`config.mk`:
```
export PLATFORM = sky130hd
export DESIGN_NAME = mem_arbiter_flat
export DESIGN_NICKNAME = d
export VERILOG_FILES = /design/src/rtl/mem_arbiter_pkg.sv /design/src/rtl/mem_arbiter_if.sv /design/src/rtl/mem_arbiter.sv /design/src/flat_wrapper.sv
export SDC_FILE = /design/constraint.sdc
export NUM_CORES = 1
export LEC_CHECK = 0
export CAP_MARGIN = 10
export CORE_MARGIN = 2
export CORE_UTILIZATION = 41
export DETAILED_ROUTE_END_ITERATION = 8
export HOLD_SLACK_MARGIN = 0.06
export MAX_ROUTING_LAYER = met4
export PLACE_DENSITY = 0.8
export SETUP_SLACK_MARGIN = 0.5
export SKIP_LAST_GASP = 1
export SLEW_MARGIN = 5
export SYNTH_ARGS = -nofsm -noshare
export SYNTH_HDL_FRONTEND = slang
export SYNTH_SLANG_ARGS = --single-unit
```
`constraint.sdc`:
```
create_clock -name clk -period 2.21 [get_ports clk]
set_clock_uncertainty 0.15 [all_clocks]
set_input_delay 0.3315 -clock clk [delete_from_list [all_inputs] [get_ports clk]]
set_output_delay 0.3315 -clock clk [all_outputs]
set_load 0.03 [all_outputs]
```
`src/rtl/mem_arbiter_pkg.sv`:
```
// Shared encodings for the IF/MEM single-port SRAM arbiter.
package mem_arbiter_pkg;

   typedef enum logic [1:0] {
      ArbIdle  = 2'd0,
      ArbAccRd = 2'd1,
      ArbAccWr = 2'd2,
      ArbDone  = 2'd3
   } arb_state_e;

   typedef enum logic {
      OwnerIf  = 1'b0,
      OwnerMem = 1'b1
   } owner_e;

   localparam logic        SramEnable  = 1'b0;
   localparam logic        SramDisable = 1'b1;
   localparam logic        RstEnable   = 1'b1;
   localparam logic        WriteEnable = 1'b1;
   localparam logic [15:0] ZeroData    = 16'h0000;

   // A write always needs one we_n pulse cycle plus one recovery cycle.
   function automatic logic [2:0] acc_load(input int wait_cycles, input logic is_write);
      if (is_write && wait_cycles == 0) return 3'd1;
      return 3'(wait_cycles);
   endfunction

endpackage

```
`src/rtl/mem_arbiter_if.sv`:
```
// Requester (IF, MEM) and SRAM-side signals of the SRAM arbiter.
interface mem_arbiter_if #(
   parameter int ADDR_W = 16
);
   logic              if_req_i;
   logic [15:0]       if_addr_i;
   logic [15:0]       if_rdata_o;
   logic              if_ready_o;
   logic              mem_req_i;
   logic              mem_we_i;
   logic [15:0]       mem_addr_i;
   logic [15:0]       mem_wdata_i;
   logic [15:0]       mem_rdata_o;
   logic              mem_ready_o;
   logic              stallreq_o;
   logic [ADDR_W-1:0] sram_addr_o;
   logic [15:0]       sram_wdata_o;
   logic              sram_data_oe_o;
   logic [15:0]       sram_rdata_i;
   logic              sram_ce_n_o;
   logic              sram_oe_n_o;
   logic              sram_we_n_o;

   modport slave (
      input  if_req_i, if_addr_i, mem_req_i, mem_we_i, mem_addr_i, mem_wdata_i, sram_rdata_i,
      output if_rdata_o, if_ready_o, mem_rdata_o, mem_ready_o, stallreq_o,
             sram_addr_o, sram_wdata_o, sram_data_oe_o, sram_ce_n_o, sram_oe_n_o, sram_we_n_o
   );

   modport master (
      output if_req_i, if_addr_i, mem_req_i, mem_we_i, mem_addr_i, mem_wdata_i, sram_rdata_i,
      input  if_rdata_o, if_ready_o, mem_rdata_o, mem_ready_o, stallreq_o,
             sram_addr_o, sram_wdata_o, sram_data_oe_o, sram_ce_n_o, sram_oe_n_o, sram_we_n_o
   );
endinterface

```
`src/rtl/mem_arbiter.sv`:
```
// Arbitrates the single-port SRAM between instruction fetch and the MEM stage;
// MEM has fixed priority, accesses are never preempted, all SRAM strobes are registered.
module mem_arbiter
   import mem_arbiter_pkg::*;
#(
   parameter int WAIT_CYCLES = 1,
   parameter int ADDR_W      = 16
) (
   input logic          clk,
   input logic          rst,
   mem_arbiter_if.slave bus
);

   arb_state_e        state_q;
   owner_e            owner_q;
   logic [2:0]        cnt_q;
   logic              if_ready_q;
   logic              mem_ready_q;
   logic [15:0]       if_rdata_q;
   logic [15:0]       mem_rdata_q;
   logic [ADDR_W-1:0] sram_addr_q;
   logic [15:0]       sram_wdata_q;
   logic              ce_n_q;
   logic              oe_n_q;
   logic              we_n_q;
   logic              data_oe_q;

   logic              owner_mem_d;
   logic              is_wr_d;
   logic [15:0]       addr_d;

   assign owner_mem_d = bus.mem_req_i;
   assign is_wr_d     = bus.mem_req_i && (bus.mem_we_i == WriteEnable);
   assign addr_d      = bus.mem_req_i ? bus.mem_addr_i : bus.if_addr_i;

   always_ff @(posedge clk) begin
      if (rst == RstEnable) begin
         state_q      <= ArbIdle;
         owner_q      <= OwnerIf;
         cnt_q        <= 3'd0;
         if_ready_q   <= 1'b0;
         mem_ready_q  <= 1'b0;
         if_rdata_q   <= ZeroData;
         mem_rdata_q  <= ZeroData;
         sram_addr_q  <= '0;
         sram_wdata_q <= ZeroData;
         ce_n_q       <= SramDisable;
         oe_n_q       <= SramDisable;
         we_n_q       <= SramDisable;
         data_oe_q    <= 1'b0;
      end else begin
         if_ready_q  <= 1'b0;
         mem_ready_q <= 1'b0;
         unique case (state_q)
            ArbIdle: begin
               if (bus.mem_req_i || bus.if_req_i) begin
                  owner_q     <= owner_mem_d ? OwnerMem : OwnerIf;
                  sram_addr_q <= ADDR_W'(addr_d);
                  ce_n_q      <= SramEnable;
                  cnt_q       <= acc_load(WAIT_CYCLES, is_wr_d);
                  if (is_wr_d) begin
                     state_q      <= ArbAccWr;
                     sram_wdata_q <= bus.mem_wdata_i;
                     oe_n_q       <= SramDisable;
                     we_n_q       <= SramEnable;
                     data_oe_q    <= 1'b1;
                  end else begin
                     state_q <= ArbAccRd;
                     oe_n_q  <= SramEnable;
                     we_n_q  <= SramDisable;
                  end
               end
            end
            ArbAccRd: begin
               if (cnt_q == 3'd0) begin
                  state_q <= ArbDone;
                  ce_n_q  <= SramDisable;
                  oe_n_q  <= SramDisable;
                  if (owner_q == OwnerMem) begin
                     mem_rdata_q <= bus.sram_rdata_i;
                     mem_ready_q <= 1'b1;
                  end else begin
                     if_rdata_q <= bus.sram_rdata_i;
                     if_ready_q <= 1'b1;
                  end
               end else begin
                  cnt_q <= cnt_q - 3'd1;
               end
            end
            ArbAccWr: begin
               if (cnt_q == 3'd0) begin
                  state_q     <= ArbDone;
                  ce_n_q      <= SramDisable;
                  data_oe_q   <= 1'b0;
                  mem_ready_q <= (owner_q == OwnerMem);
                  if_ready_q  <= (owner_q == OwnerIf);
               end else begin
                  cnt_q <= cnt_q - 3'd1;
                  // Release we_n one cycle early so data is held through recovery.
                  if (cnt_q == 3'd1) we_n_q <= SramDisable;
               end
            end
            ArbDone: state_q <= ArbIdle;
            default: state_q <= ArbIdle;
         endcase
      end
   end

   assign bus.if_ready_o     = if_ready_q;
   assign bus.mem_ready_o    = mem_ready_q;
   assign bus.if_rdata_o     = if_rdata_q;
   assign bus.mem_rdata_o    = mem_rdata_q;
   assign bus.sram_addr_o    = sram_addr_q;
   assign bus.sram_wdata_o   = sram_wdata_q;
   assign bus.sram_ce_n_o    = ce_n_q;
   assign bus.sram_oe_n_o    = oe_n_q;
   assign bus.sram_we_n_o    = we_n_q;
   assign bus.sram_data_oe_o = data_oe_q;
   assign bus.stallreq_o     = (bus.if_req_i & ~if_ready_q) | (bus.mem_req_i & ~mem_ready_q);

endmodule

```
`src/flat_wrapper.sv`:
```
// flat-port wrapper written by rule: the top's interface ports become plain ports
module mem_arbiter_flat import mem_arbiter_pkg::*;
#(
   parameter int WAIT_CYCLES = 1,
   parameter int ADDR_W      = 16
)
  (clk, rst, bus_if_req_i, bus_if_addr_i, bus_mem_req_i, bus_mem_we_i, bus_mem_addr_i, bus_mem_wdata_i, bus_sram_rdata_i, bus_if_rdata_o, bus_if_ready_o, bus_mem_rdata_o, bus_mem_ready_o, bus_stallreq_o, bus_sram_addr_o, bus_sram_wdata_o, bus_sram_data_oe_o, bus_sram_ce_n_o, bus_sram_oe_n_o, bus_sram_we_n_o);
  mem_arbiter_if #(.ADDR_W(ADDR_W)) bus_i ();
  input logic clk;
  input logic rst;
  input wire logic [$bits(bus_i.if_req_i)-1:0] bus_if_req_i;
  input wire logic [$bits(bus_i.if_addr_i)-1:0] bus_if_addr_i;
  input wire logic [$bits(bus_i.mem_req_i)-1:0] bus_mem_req_i;
  input wire logic [$bits(bus_i.mem_we_i)-1:0] bus_mem_we_i;
  input wire logic [$bits(bus_i.mem_addr_i)-1:0] bus_mem_addr_i;
  input wire logic [$bits(bus_i.mem_wdata_i)-1:0] bus_mem_wdata_i;
  input wire logic [$bits(bus_i.sram_rdata_i)-1:0] bus_sram_rdata_i;
  output wire logic [$bits(bus_i.if_rdata_o)-1:0] bus_if_rdata_o;
  output wire logic [$bits(bus_i.if_ready_o)-1:0] bus_if_ready_o;
  output wire logic [$bits(bus_i.mem_rdata_o)-1:0] bus_mem_rdata_o;
  output wire logic [$bits(bus_i.mem_ready_o)-1:0] bus_mem_ready_o;
  output wire logic [$bits(bus_i.stallreq_o)-1:0] bus_stallreq_o;
  output wire logic [$bits(bus_i.sram_addr_o)-1:0] bus_sram_addr_o;
  output wire logic [$bits(bus_i.sram_wdata_o)-1:0] bus_sram_wdata_o;
  output wire logic [$bits(bus_i.sram_data_oe_o)-1:0] bus_sram_data_oe_o;
  output wire logic [$bits(bus_i.sram_ce_n_o)-1:0] bus_sram_ce_n_o;
  output wire logic [$bits(bus_i.sram_oe_n_o)-1:0] bus_sram_oe_n_o;
  output wire logic [$bits(bus_i.sram_we_n_o)-1:0] bus_sram_we_n_o;
  assign bus_i.if_req_i = bus_if_req_i;
  assign bus_i.if_addr_i = bus_if_addr_i;
  assign bus_i.mem_req_i = bus_mem_req_i;
  assign bus_i.mem_we_i = bus_mem_we_i;
  assign bus_i.mem_addr_i = bus_mem_addr_i;
  assign bus_i.mem_wdata_i = bus_mem_wdata_i;
  assign bus_i.sram_rdata_i = bus_sram_rdata_i;
  assign bus_if_rdata_o = bus_i.if_rdata_o;
  assign bus_if_ready_o = bus_i.if_ready_o;
  assign bus_mem_rdata_o = bus_i.mem_rdata_o;
  assign bus_mem_ready_o = bus_i.mem_ready_o;
  assign bus_stallreq_o = bus_i.stallreq_o;
  assign bus_sram_addr_o = bus_i.sram_addr_o;
  assign bus_sram_wdata_o = bus_i.sram_wdata_o;
  assign bus_sram_data_oe_o = bus_i.sram_data_oe_o;
  assign bus_sram_ce_n_o = bus_i.sram_ce_n_o;
  assign bus_sram_oe_n_o = bus_i.sram_oe_n_o;
  assign bus_sram_we_n_o = bus_i.sram_we_n_o;
  mem_arbiter #(.WAIT_CYCLES(WAIT_CYCLES), .ADDR_W(ADDR_W)) u_core (.clk(clk), .rst(rst), .bus(bus_i));
endmodule
```
==> impl_metrics.py <==
metrics = {
    "clock_network": {
        "ctsHoldBuffers": 0,
        "cts_made_buffers": 9,
        "root_buffer": "clkbuf_8",
        "clkLatencyLatePin_ns": 0.34,
        "cts_tree": "yes",
        "clock_path_buffers": 2,
        "cts_num_sinks": 76,
        "path_clk_slew_ns": 0.08,
        "h-tree-depth": 3,
    },
    "flow_run": {
        "cap_violations": 0,
    },
    "floorplanning": {
        "io_pins": 140,
        "std_cell_rows": 31,
        "die_x_um": 90.5,
        "initial_core_util": 0.423,
        "die-area_sq_um": 8180,
        "core_area_sq_um": 7250,
        "fp.dieH_um": 90.5,
    },
    "worst_setup_path": {
        "cp_data_arrival_time_ns": 1.82,
        "critPathKind": "reg -> reg",
        "path_max_fanout": 8,
        "worstSetupEndpointType": "flip-flop",
        "required_ns": 2.27,
        "start_kind": "flip-flop",
    },
    "cells_and_area": {
        "utilization": 0.663,
        "num_antenna_cells": 0,
        "final_nets": 589,
        "regArea_sq_um": 1530,
        "multiInputGateArea_sq_um": 1450,
        "area_growth_pct": 57.0,
        "drive_gt1_frac": 0.106,
        "fill_cells": 651,
        "postLayoutCellArea_sq_um": 4810,
    },
    "global_routing": {
        "grt_pass1_wl_um": 14000,
        "grt_use_met1": 0.250,
        "antenna_found_initial": 0,
        "grt_max_degree": 35,
        "grt_overflow": 0,
        "grt_use_met3": 0.0760,
        "grt_use_total": 0.218,
        "grt_pass1_vias": 3003,
        "busiest_layer": "met2",
        "grt_util_met2": 0.357,
    },
    "logic_synthesis": {
        "ys_async_sr_fraction": 0,
        "synth_area_sq_um": 3070,
        "yosysTopAreaCellShare": 0.496,
        "synth_ff_type": "dfxtp_1",
        "yosysMostFrequentCell": "nand2_1",
        "synthCells": 368,
        "syn-num-nets": 444,
        "ys_top_cells_by_count": "nand2_1, dfxtp_1, a21oi_1, nor2_1, mux2i_1",
        "synth_edf_count": 0,
        "synth_cell_types": 37,
        "synthTopCellsByArea": "dfxtp_1, nand2_1, a21oi_1, mux2i_1, a211oi_1",
        "seq_area_frac_synth": 0.496,
        "avgSynthCellArea_sq_um": 8.33,
        "yosysWarnings": 0,
        "yosysTopAreaCell": "dfxtp_1",
        "ys_ff_latch": 76,
    },
    "timing": {
        "period_needed_ns": 1.76,
        "rsz0062_at_grt": "true",
        "slew_violations": 0,
        "finalSetupTns_ns": 0,
        "setup_viol_count_final": 0,
        "fmax_mhz": 569,
        "tightestPinTransition_ns": 0.555,
        "final.period_utilization": 0.796,
        "final-hold-violation-count": 0,
        "hold_slack_ns": 0.303,
        "max_slew_margin": 0.630,
    },
    "power": {
        "power_density_nw_per_um2": 1120,
        "power_uw": 5380,
        "ir_drop_v": 0.000645,
        "power_leakage_uw": 0.00210,
    },
    "drt": {
        "ant_nets": 0,
        "vias": 3136,
        "first_pass_iters": 4,
        "wl_per_cell_um": 14.2,
        "drc": 0,
        "drt_wl_total_um": 8740,
        "drt-vias-per-instance": 5.09,
        "drt_iter0_drc": 129,
    },
    "outcome": {
        "status": "finished clean",
    },
    "placed_design": {
        "numPortBuffers": 139,
        "placed_area_sq_um": 4560,
        "hpwlAfterDp_um": 6250,
        "gp_congestion": 0.808,
    },
    "worst_hold_path": {
        "hold_class": "reg -> reg",
    },
}
==> cell usage in the layout, fill, tap and decap left out, types with 3 or more instances in the layout <==
| master | n |
|---|---|
| mux2i_1 | 18 |
| dfxtp_1 | 73 |
| clkdlybuf4s50_1 | 65 |
| nand3_1 | 4 |
| nand2_1 | 105 |
| clkbuf_8 | 9 |
| dfxtp_2 | 3 |
| inv_1 | 5 |
| ha_1 | 5 |
| o21ai_0 | 3 |
| a211oi_1 | 16 |
| dlygate4sd2_1 | 72 |
| buf_6 | 4 |
| inv_2 | 3 |
| a21oi_1 | 52 |
| buf_4 | 16 |
| nor2_1 | 23 |
==> metrics by stage <==
step / worst slack (ns) / cells
detailed placement: 0.0872 / 591
global placement: 0.183 / 591
CTS: 0.439 / 613
floorplan: 0.429 / 368
finish: 0.452 / 616
global route: 0.386 / 616
==> final timing paths <==
check | start | endpoint | slack [ns] | depth (start not counted)
setup / recovery | u_core.state_q[0] | u_core.state_q[0] | 0.45 | 6
hold / removal | u_core.bus.if_rdata_o[2] | u_core.bus.if_rdata_o[2] | 0.30 | 2
setup reg to reg | u_core.state_q[0] | u_core.state_q[0] | 0.45 | 6
hold reg to reg | u_core.bus.if_rdata_o[2] | u_core.bus.if_rdata_o[2] | 0.30 | 2
==> cell type report <==
cell class / count / area share
clock buffers: 9 / 0.0257
clock inverters: 6 / 0.0133
inverters: 8 / 0.00624
multi-input cells: 257 / 0.301
flip-flops and latches: 76 / 0.317
well taps: 99 / 0.0257
repair buffers: 161 / 0.311
==> sequential cells by signal, summed over array words and instances (netlist names) <==
name	cells
u_core.bus.if_rdata_o	16
u_core.bus.mem_rdata_o	16
u_core.bus.sram_addr_o	16
u_core.bus.sram_wdata_o	16
u_core.cnt_q	3
u_core.state_q	2
u_core.bus.if_ready_o	1
u_core.bus.mem_ready_o	1
u_core.bus.sram_ce_n_o	1
u_core.bus.sram_data_oe_o	1
u_core.bus.sram_oe_n_o	1
u_core.bus.sram_we_n_o	1
u_core.owner_q	1
==> kinds of logic after synthesis <==
logic type,count (synthesis),synth area share
AO/OA/AOI/OAI,87,0.171
adder cells (fa/ha/maj),7,0.0286
buffers and inverters,35,0.0518
flip-flops,76,0.496
multiplexers,18,0.0588
AND/OR/NAND/NOR,145,0.194
==> metal layers <==
metal / share of wire / routed length [um]
met5: 0 / 0
met4: 0.011 / 99
met3: 0.092 / 800
met2: 0.48 / 4160
met1: 0.42 / 3680
==> power by group <==
part / total, uW / leakage (uW) / internal, uW / switching, uW
clock: 1020 / 0.0000915 / 515 / 505
sequential: 1800 / 0.000622 / 1650 / 157
combinational: 2550 / 0.00139 / 1040 / 1510
==> worst max-delay path, cell delays in order (launching register included) <==
cell and delay (ns):
dfxtp_2 0.34, inv_2 0.08, ha_4 0.15, or3b_4 0.46
o21a_1 0.16, a32oi_1 0.20, nor2_1 0.07
==> repair_timing <==
action,4_1_cts,5_1_grt
gates cloned,0,2
gates resized for setup,83,13
endpoints found under the setup margin,113,39
pin swaps,2,5
buffers inserted,7,1
No activity file was read; power rests on OpenSTA's default activity.
